$ cat src/rtl/wm8731_pkg.sv
// wm8731_pkg: shared types and constants for the WM8731 control-port I2C writer.
//   state_t    - writer FSM states
//   bus_drv_t  - SCL / SDA pull-down drive pair for one quarter of a bus phase
//   bus_drive  - waveform table: maps (state, quarter, data bit) to bus drive
package wm8731_pkg;

  localparam int BITS_PER_BYTE = 8;
  localparam int NUM_BYTES     = 3;   // device address, high byte, low byte
  localparam int QUARTERS      = 4;   // ticks per bus phase

  // WM8731 with CSB tied low
  localparam logic [6:0] WM8731_DEV_ADDR = 7'h1A;

  localparam logic [1:0] Q_LAST = 2'(QUARTERS - 1);

  typedef enum logic [2:0] {
    S_IDLE,
    S_START,
    S_BIT,
    S_ACK,
    S_STOP,
    S_GAP
  } state_t;

  typedef struct packed {
    logic scl;
    logic sda_oe;   // 1 = pull SDA low
  } bus_drv_t;

  // SDA only moves in q0 while SCL is low, except the START fall (q1) and the
  // STOP rise (q2), which happen with SCL high.
  function automatic bus_drv_t bus_drive(input state_t st, input logic [1:0] q,
                                         input logic bit_val);
    bus_drv_t d;
    d.scl    = 1'b1;
    d.sda_oe = 1'b0;
    case (st)
      S_START: begin
        d.scl    = (q < 2'd2);
        d.sda_oe = (q != 2'd0);
      end
      S_BIT: begin
        d.scl    = (q == 2'd1) || (q == 2'd2);
        d.sda_oe = ~bit_val;
      end
      S_ACK: begin
        d.scl    = (q == 2'd1) || (q == 2'd2);
        d.sda_oe = 1'b0;
      end
      S_STOP: begin
        d.scl    = (q != 2'd0);
        d.sda_oe = (q < 2'd2);
      end
      default: ;
    endcase
    return d;
  endfunction

endpackage

$ cat src/rtl/i2c_qtick.sv
// i2c_qtick: quarter-period tick divider for the I2C writer.
//   MCLK  - system clock
//   RESET - async active-low reset
//   CLR   - synchronous clear; realigns phases to a new transaction
//   TICK  - high for one cycle when the counter reaches QDIV-1
module i2c_qtick #(
  parameter int QDIV = 125
) (
  input  logic MCLK,
  input  logic RESET,
  input  logic CLR,
  output logic TICK
);

  localparam int CW = (QDIV > 1) ? $clog2(QDIV) : 1;
  localparam logic [CW-1:0] TC = CW'(QDIV - 1);

  logic [CW-1:0] cnt;

  always_ff @(posedge MCLK or negedge RESET) begin
    if (!RESET)                cnt <= '0;
    else if (CLR || cnt == TC) cnt <= '0;
    else                       cnt <= cnt + 1'b1;
  end

  assign TICK = (cnt == TC);

endmodule

$ cat src/rtl/wm8731_i2c_writer.sv
// wm8731_i2c_writer: write-only single-master I2C engine for the WM8731
// control port. Sends {DEV_ADDR,W}, DATA[15:8], DATA[7:0] per transaction.
//   MCLK, RESET      - clock, async active-low reset
//   ENABLE, DATA     - level request and control word {reg[6:0], val[8:0]}
//   BUSY             - accept .. FINISHED
//   FINISHED         - 1-cycle end-of-transaction pulse (also on NACK abort)
//   ACK_ERR          - some ACK slot of the last transaction read high
//   AUD_SCLK, SDA_OE - push-pull SCL, SDA pull-down enable
//   SDA_IN           - SDA pin readback (asynchronous)
module wm8731_i2c_writer
  import wm8731_pkg::*;
#(
  parameter int         QDIV     = 125,
  parameter logic [6:0] DEV_ADDR = WM8731_DEV_ADDR
) (
  input  logic        MCLK,
  input  logic        RESET,
  input  logic        ENABLE,
  input  logic [15:0] DATA,
  output logic        BUSY,
  output logic        FINISHED,
  output logic        ACK_ERR,
  output logic        AUD_SCLK,
  output logic        SDA_OE,
  input  logic        SDA_IN
);

  state_t      state;
  logic [1:0]  q;
  logic [23:0] shreg;
  logic [2:0]  bit_cnt;
  logic [1:0]  byte_cnt;
  logic        err;
  logic [1:0]  sda_sync;
  logic        tick;
  logic        accept;
  bus_drv_t    drv;

  assign accept = (state == S_IDLE) && ENABLE;

  i2c_qtick #(.QDIV(QDIV)) u_qtick (
    .MCLK  (MCLK),
    .RESET (RESET),
    .CLR   (accept),
    .TICK  (tick)
  );

  // Released bus reads high, so the synchronizer resets to 1s.
  always_ff @(posedge MCLK or negedge RESET) begin
    if (!RESET) sda_sync <= 2'b11;
    else        sda_sync <= {sda_sync[0], SDA_IN};
  end

  assign drv = bus_drive(state, q, shreg[23]);

  // Bus pins are registered from the decoded drive, so they trail the
  // state/quarter registers by one cycle; all edges shift together.
  always_ff @(posedge MCLK or negedge RESET) begin
    if (!RESET) begin
      state    <= S_IDLE;
      q        <= '0;
      shreg    <= '0;
      bit_cnt  <= '0;
      byte_cnt <= '0;
      err      <= 1'b0;
      BUSY     <= 1'b0;
      FINISHED <= 1'b0;
      ACK_ERR  <= 1'b0;
      AUD_SCLK <= 1'b1;
      SDA_OE   <= 1'b0;
    end else begin
      FINISHED <= 1'b0;
      AUD_SCLK <= drv.scl;
      SDA_OE   <= drv.sda_oe;
      if (state == S_IDLE) begin
        if (ENABLE) begin
          shreg    <= {DEV_ADDR, 1'b0, DATA};
          BUSY     <= 1'b1;
          err      <= 1'b0;
          q        <= '0;
          byte_cnt <= '0;
          state    <= S_START;
        end
      end else if (tick) begin
        q <= q + 2'd1;
        case (state)
          S_START: if (q == Q_LAST) begin
            state   <= S_BIT;
            bit_cnt <= 3'(BITS_PER_BYTE - 1);
          end
          S_BIT: if (q == Q_LAST) begin
            shreg <= {shreg[22:0], 1'b0};
            if (bit_cnt == 3'd0) state <= S_ACK;
            else                 bit_cnt <= bit_cnt - 3'd1;
          end
          S_ACK: begin
            // sample mid SCL-high; a high line is a NACK
            if (q == 2'd1 && sda_sync[1]) err <= 1'b1;
            if (q == Q_LAST) begin
              if (err || byte_cnt == 2'(NUM_BYTES - 1)) begin
                state <= S_STOP;
              end else begin
                byte_cnt <= byte_cnt + 2'd1;
                bit_cnt  <= 3'(BITS_PER_BYTE - 1);
                state    <= S_BIT;
              end
            end
          end
          S_STOP: if (q == Q_LAST) begin
            FINISHED <= 1'b1;
            ACK_ERR  <= err;
            BUSY     <= 1'b0;
            state    <= S_GAP;
          end
          // bus-free time; ENABLE is deliberately not looked at here
          S_GAP: if (q == Q_LAST) state <= S_IDLE;
          default: state <= S_IDLE;
        endcase
      end
    end
  end

endmodule

$ cat config.mk
export PLATFORM = sky130hd
export DESIGN_NAME = wm8731_i2c_writer
export DESIGN_NICKNAME = d
export VERILOG_FILES = /design/src/rtl/wm8731_pkg.sv /design/src/rtl/i2c_qtick.sv /design/src/rtl/wm8731_i2c_writer.sv
export SDC_FILE = /design/constraint.sdc
export NUM_CORES = 1
export LEC_CHECK = 0
export CORE_ASPECT_RATIO = 0.75
export CORE_MARGIN = 1.5
export CORE_UTILIZATION = 35
export CTS_BUF_LIST = sky130_fd_sc_hd__clkbuf_8 sky130_fd_sc_hd__clkbuf_16
export CTS_CLUSTER_SIZE = 28
export DETAILED_ROUTE_END_ITERATION = 16
export GPL_ROUTABILITY_DRIVEN = 0
export GPL_TIMING_DRIVEN = 0
export SLEW_MARGIN = 25
export SYNTH_ARGS = -nofsm -noshare
export SYNTH_HDL_FRONTEND = slang
export SYNTH_SLANG_ARGS = --single-unit
$ cat constraint.sdc
create_clock -name MCLK -period 2.3 [get_ports MCLK]
set_input_delay 0.69 -clock MCLK [delete_from_list [all_inputs] [get_ports MCLK]]
set_output_delay 0.69 -clock MCLK [all_outputs]
set_load 0.01 [all_outputs]
==> flow_metrics.env, run 1 <==
export IMPL_max_stage_delay_ps=520
export IMPL_ys_seq_area_frac=0.509
export IMPL_vdd_ir_drop_worst_mv=0.243
export IMPL_dieArea_mm2=0.00742
export IMPL_crit_slowest_cell="clkdlybuf4s50_1"
export IMPL_cts_root_buf="clkbuf_8"
export IMPL_hold_depth=0
export IMPL_mostFrequentLayoutCells="dfrtp_1, o21ai_0, clkdlybuf4s50_1"
export IMPL_fmax_ghz=0.481
export IMPL_grt_pass1_wl_mm=8.69
export IMPL_cts_tree="built"
export IMPL_synth_area_mm2=0.00242
export IMPL_wl_per_cell_um=14.2
export IMPL_finalCritPeriodShare=0.904
export IMPL_rsz0062_at_grt="no"
export IMPL_max_slew_worst_pin_slew_ps=801
export IMPL_cp_depth=6
export IMPL_r2r_worst_path_cells=6
export IMPL_crit_fanout=10
export IMPL_setup_violations=0
export IMPL_pin_count=25
export IMPL_grtUsageMet2=0.238
export IMPL_crit_arrival_ps=2310
export IMPL_clk_pin_slew_worst_paths_ps=90
export IMPL_cpLargestDelayFamily="buffers and inverters"
export IMPL_hold_buffers=0
export IMPL_synth_cell_types=44
export IMPL_final_core_util=0.428
export IMPL_htree_levels=2
export IMPL_rows=26
export IMPL_met3_usage=0.0344
export IMPL_finClkSkew_ps=7.92
export IMPL_post_cts_resized=0
export IMPL_critPathCaptureType="register"
export IMPL_p_leak_nw=1.19
export IMPL_io_buffer_count=24
export IMPL_dp_cells=342
export IMPL_viasPerCell=5.17
export IMPL_p_total_mw=1.59
export IMPL_antenna_cells=0
export IMPL_syn_to_final_growth_pct=19.2
export IMPL_synth_seq_cells=49
export IMPL_hold_viol=0
export IMPL_status="completed"
export IMPL_grt_max_degree=50
export IMPL_nFillCells=649
export IMPL_drcViolationCount=0
export IMPL_insertion_delay_ps=300
export IMPL_synth_warnings=0
export IMPL_crit_buf_inv=2
export IMPL_pre_cts_ws_ps=-73.7
export IMPL_cp_startpoint="ENABLE"
export IMPL_crit_end="shreg[13]$_DFFE_PN0P_"
export IMPL_hp_class="reg2reg"
export IMPL_powerDensity_mw_per_mm2=551
export IMPL_place_area_mm2=0.00276
export IMPL_fp_dieW_um=99.0
export IMPL_final_common_cell="dfrtp_1"
export IMPL_layout_setup_ws_ps=221
export IMPL_start_kind="primary input"
export IMPL_hpwlAfterDp_mm=3.49
export IMPL_clock_path_buffers=2
export IMPL_path_class="in2reg"
export IMPL_overflow=0
export IMPL_period_minus_slack_ps=2080
export IMPL_synth_avg_cell_area_um2=10.3
export IMPL_final_nets=293
export IMPL_whs_ps=366
export IMPL_reg2reg_to="bit_cnt[1]$_DFFE_PN0P_"
export IMPL_core_area_mm2=0.00673
export IMPL_grt_pass1_vias=1795
export IMPL_use_met1=0.213
export IMPL_fp_dieH_um=75.0
export IMPL_grt_antenna_before_repair=0
export IMPL_netlist_instances=234
export IMPL_grt_total_usage=0.150
export IMPL_wl_mm=4.97
export IMPL_reg2reg_from="q[0]$_DFFE_PN0P_"
export IMPL_clock_sinks=49
export IMPL_r2r_slack_ps=310
export IMPL_dr_pass1_iters=4
export IMPL_crit_path_cell_trace="clkdlybuf4s50_1 > nand2b_1 > o31a_1 > clkbuf_1 > o21ai_0 > o21ai_1"
export IMPL_relSlewSlack=0.462
export IMPL_maxCapViolCount=0
export IMPL_syn_nets=262
export IMPL_stdcell_count=350
export IMPL_numCtsBuffers=5
export IMPL_grt_busiest_layer="met2"
export IMPL_ant_nets=0
export IMPL_design_area_mm2=0.00288
export IMPL_crit_required_ps=2530
export IMPL_initial_core_util=0.359
export IMPL_slew_viol_final=0
export IMPL_drt_iter0_drc=109
export IMPL_finalSetupTns_ps=0
export IMPL_vias=1810
export IMPL_post_cts_setup_buffer_count=0
export IMPL_drive_gt1_frac=0.0902
## worst min-delay path by stage
stage / start / endpoint / slack (ps)
after detailed placement: sda_sync[0]$_DFF_PN1_ / sda_sync[1]$_DFF_PN1_ / 350
final: sda_sync[0]$_DFF_PN1_ / sda_sync[1]$_DFF_PN1_ / 370
after global routing: sda_sync[0]$_DFF_PN1_ / sda_sync[1]$_DFF_PN1_ / 370
after floorplan: sda_sync[0]$_DFF_PN1_ / sda_sync[1]$_DFF_PN1_ / 350
after global placement: sda_sync[0]$_DFF_PN1_ / sda_sync[1]$_DFF_PN1_ / 350
after CTS: sda_sync[0]$_DFF_PN1_ / sda_sync[1]$_DFF_PN1_ / 370
## synth_stat cells (all sizes together)
cell type  instances  area [um^2]
a211oi             1         7.51
a21boi             1         7.51
a21oi              4         20.0
a22o               6         52.6
a31oi              2         12.5
a41oi              1         8.76
and3               2         12.5
and3b              1         8.76
and4               1         8.76
buf                7         41.3
clkbuf             4         15.0
dfrtp             46         1150
dfstp              3         78.8
ha                 8          100
inv                9         33.8
mux2               2         22.5
mux2i             19          190
nand2             10         37.5
nand2b             5         38.8
nand3              8         40.0
nand4              1         12.5
nor2              23         88.8
nor2b              1         6.26
nor3               4         25.0
nor4               1         6.26
o21a               3         22.5
o21ai             39          195
o21bai             1         7.51
o221ai             1         8.76
o22a               4         35.0
o22ai              1         6.26
o31a               1         8.76
o31ai              1         7.51
or2                2         12.5
or3                4         25.0
or3b               1         8.76
xnor2              2         17.5
xor2               4         35.0
## sequential cells by signal (all words and copies together), names as in the netlist
name / count
byte_cnt: 2
AUD_SCLK: 1
err: 1
BUSY: 1
SDA_OE: 1
q: 2
FINISHED: 1
shreg: 24
sda_sync: 2
u_qtick.cnt: 7
bit_cnt: 3
ACK_ERR: 1
state: 3
## where the power goes
| part | switching, mW | total [mW] | internal (mW) | leakage (nW) |
|---|---|---|---|---|
| Clock | 0.293 | 0.647 | 0.354 | 0.0574 |
| Combinational | 0.0331 | 0.0700 | 0.0370 | 0.499 |
| Sequential | 0.00277 | 0.869 | 0.867 | 0.633 |
| Total | 0.329 | 1.59 | 1.26 | 1.19 |
## area by class of cell
| cell class | instances | area [um^2] | share of cell area |
|---|---|---|---|
| buffer | 11 | 56.3 | 0.0195 |
| clock buffer | 6 | 82.6 | 0.0287 |
| inverter | 9 | 33.8 | 0.0117 |
| tap | 84 | 105 | 0.0365 |
| multi-input combinational | 165 | 1100 | 0.381 |
| timing repair buffer | 24 | 238 | 0.0825 |
| clock inverter | 2 | 37.5 | 0.0130 |
| sequential | 49 | 1230 | 0.427 |
## kinds of logic after synthesis
group,Yosys count,share of synthesized area
buffers and inverters,20,0.0373
AND/OR/NAND/NOR,64,0.137
adder cells (fa/ha/maj),8,0.0414
XOR/XNOR,6,0.0217
flip-flops,49,0.509
multiplexers,21,0.0880
AO/OA/AOI/OAI,66,0.166
## metal layers
metal  vias up  part of all wire
li1        892                 -
met1       875              0.52
met2        37              0.43
met3         6             0.040
met4         0             0.010
met5         -                 0
Power figures use the tool's default switching activity.
==> inputs of run 2 (changes only) <==
--- a/config.mk
+++ b/config.mk
@@ -5,14 +5,16 @@
 export SDC_FILE = /design/constraint.sdc
 export NUM_CORES = 1
 export LEC_CHECK = 0
+export CAP_MARGIN = 20
 export CORE_ASPECT_RATIO = 0.75
 export CORE_MARGIN = 1.5
-export CORE_UTILIZATION = 35
+export CORE_UTILIZATION = 55
 export CTS_BUF_LIST = sky130_fd_sc_hd__clkbuf_8 sky130_fd_sc_hd__clkbuf_16
 export CTS_CLUSTER_SIZE = 28
 export DETAILED_ROUTE_END_ITERATION = 16
 export GPL_ROUTABILITY_DRIVEN = 0
 export GPL_TIMING_DRIVEN = 0
+export PLACE_DENSITY = 0.78
 export SLEW_MARGIN = 25
 export SYNTH_ARGS = -nofsm -noshare
 export SYNTH_HDL_FRONTEND = slang
==> flow_metrics.env, run 2 (synthesized netlist as in run 1, its figures left out) <==
export IMPL_hold_depth=0
export IMPL_fmax_ghz=0.482
export IMPL_start_kind="primary input"
export IMPL_vdd_ir_drop_worst_mv=0.487
export IMPL_design_area_mm2=0.00282
export IMPL_wl_mm=4.48
export IMPL_fp_dieW_um=79.6
export IMPL_final_nets=293
export IMPL_dr_wl_met3_um=203
export IMPL_rows=20
export IMPL_crit_required_ps=2520
export IMPL_vias=1803
export IMPL_wl_met2_mm=1.94
export IMPL_relSlewSlack=0.452
export IMPL_r2r_slack_ps=320
export IMPL_wl_per_cell_um=14.0
export IMPL_mostFrequentLayoutCells="dfrtp_1, o21ai_0, clkdlybuf4s50_1"
export IMPL_grt_max_degree=50
export IMPL_hold_buffers=0
export IMPL_insertion_delay_ps=300
export IMPL_powerDensity_mw_per_mm2=514
export IMPL_cts_tree="built"
export IMPL_syn_to_final_growth_pct=16.6
export IMPL_clk_pin_slew_worst_paths_ps=90
export IMPL_antenna_cells=0
export IMPL_highest_layer="met4"
export IMPL_grt_antenna_before_repair=0
export IMPL_core_area_mm2=0.00413
export IMPL_period_minus_slack_ps=2070
export IMPL_max_stage_delay_ps=470
export IMPL_drcViolationCount=0
export IMPL_post_cts_resized=0
export IMPL_status="completed"
export IMPL_crit_fanout=10
export IMPL_crit_arrival_ps=2290
export IMPL_p_comb_frac=0.047
export IMPL_largest_reg_flops=24
export IMPL_dr_pass1_iters=4
export IMPL_final_common_cell="dfrtp_1"
export IMPL_pre_cts_ws_ps=-6.50
export IMPL_maxCapViolCount=0
export IMPL_reg_largest_list="shreg (24), u_qtick.cnt (7)"
export IMPL_setup_violations=0
export IMPL_path_class="in2reg"
export IMPL_p_leak_nw=1.18
export IMPL_finClkSkew_ps=15.1
export IMPL_initial_core_util=0.585
export IMPL_hold_viol=0
export IMPL_post_cts_setup_buffer_count=0
export IMPL_cp_startpoint="ENABLE"
export IMPL_clock_path_buffers=2
export IMPL_fp_dieH_um=60.4
export IMPL_seqPwrFrac=0.601
export IMPL_grt_pass1_vias=1673
export IMPL_routedLengthMet1_mm=2.32
export IMPL_numCtsBuffers=5
export IMPL_intPower_mw=1.14
export IMPL_hp_class="reg2reg"
export IMPL_pin_count=25
export IMPL_crit_path_cell_trace="clkdlybuf4s50_1 > nand2b_1 > o31a_1 > clkbuf_1 > o21ai_0 > o21ai_1"
export IMPL_critPathCaptureType="register"
export IMPL_viasPerCell=5.62
export IMPL_grt_pass1_wl_mm=7.91
export IMPL_slew_viol_final=0
export IMPL_finalCritPeriodShare=0.901
export IMPL_layout_setup_ws_ps=227
export IMPL_htree_levels=2
export IMPL_ant_nets=0
export IMPL_max_slew_worst_pin_slew_ps=816
export IMPL_crit_slowest_cell="clkdlybuf4s50_1"
export IMPL_reg2reg_from="q[1]$_DFFE_PN0P_"
export IMPL_drive_gt1_frac=0.0865
export IMPL_overflow=0
export IMPL_hpwlAfterDp_mm=3.34
export IMPL_pwr_share_clk=0.353
export IMPL_swShare=0.210
export IMPL_power_switching_uw=303
export IMPL_reg2reg_to="shreg[6]$_DFFE_PN0P_"
export IMPL_r2r_worst_path_cells=6
export IMPL_place_area_mm2=0.00272
export IMPL_cts_root_buf="clkbuf_8"
export IMPL_dieArea_mm2=0.00481
export IMPL_clock_sinks=49
export IMPL_grt_total_usage=0.215
export IMPL_final_core_util=0.682
export IMPL_rsz0062_at_grt="no"
export IMPL_io_buffer_count=24
export IMPL_crit_end="shreg[6]$_DFFE_PN0P_"
export IMPL_regMostFlops="shreg"
export IMPL_drt_iter0_drc=92
## run 2: changes by cell type in the layout (fill, tap and decap cells not counted)
cell       change
inv_1          +1
bufinv_16      -1
## run 2: layout make-up
class | count | area [um^2]
plain buffers | 11 | 56.3
clock inverters | 2 | 11.3
inverters | 9 | 33.8
clock buffers | 6 | 82.6
well taps | 55 | 68.8
flip-flops and latches | 49 | 1230
repair buffers | 24 | 238
multi-input cells | 165 | 1100
fillers | 332 | 1310
## run 2: power groups by stage
stage          logic [mW]  registers (mW)  clock network (mW)
3_5_place_dp       0.0698           0.886                   0
4_1_cts            0.0699           0.869               0.526
5_1_grt            0.0769           0.870               0.557
2_1_floorplan      0.0150           0.886                   0
6_report           0.0677           0.869               0.510
3_3_place_gp       0.0694           0.886                   0
## run 2: layer usage
layer,up-vias,global-route usage
li1,892,-
met4,0,0.0376
met3,2,0.0451
met2,42,0.318
met1,867,0.330
met5,-,0
## run 2: worst max-delay path: cells and delay by family
family	cells	cell delay, ps
AO/OA/AOI/OAI	3	620
buffers and inverters	2	820
AND/OR/NAND/NOR	1	150
## run 2: worst min-delay path by stage
stage / endpoint / start / slack [ps]
after floorplan: sda_sync[1]$_DFF_PN1_ / sda_sync[0]$_DFF_PN1_ / 350
after global placement: sda_sync[1]$_DFF_PN1_ / sda_sync[0]$_DFF_PN1_ / 350
after detailed placement: sda_sync[1]$_DFF_PN1_ / sda_sync[0]$_DFF_PN1_ / 360
after CTS: sda_sync[1]$_DFF_PN1_ / sda_sync[0]$_DFF_PN1_ / 370
after global routing: sda_sync[1]$_DFF_PN1_ / sda_sync[0]$_DFF_PN1_ / 370
final: sda_sync[1]$_DFF_PN1_ / sda_sync[0]$_DFF_PN1_ / 370
## run 2: stage by stage
stage / hold WS [ps] / TNS (ps) / power [mW] / std cells
2_1_floorplan: 345 / 0 / 0.901 / 234
3_5_place_dp: 356 / -6.50 / 0.956 / 313
5_1_grt: 374 / 0 / 1.50 / 321
3_3_place_gp: 346 / -39920 / 0.955 / 313
6_report: 367 / 0 / 1.45 / 321
4_1_cts: 369 / 0 / 1.47 / 321
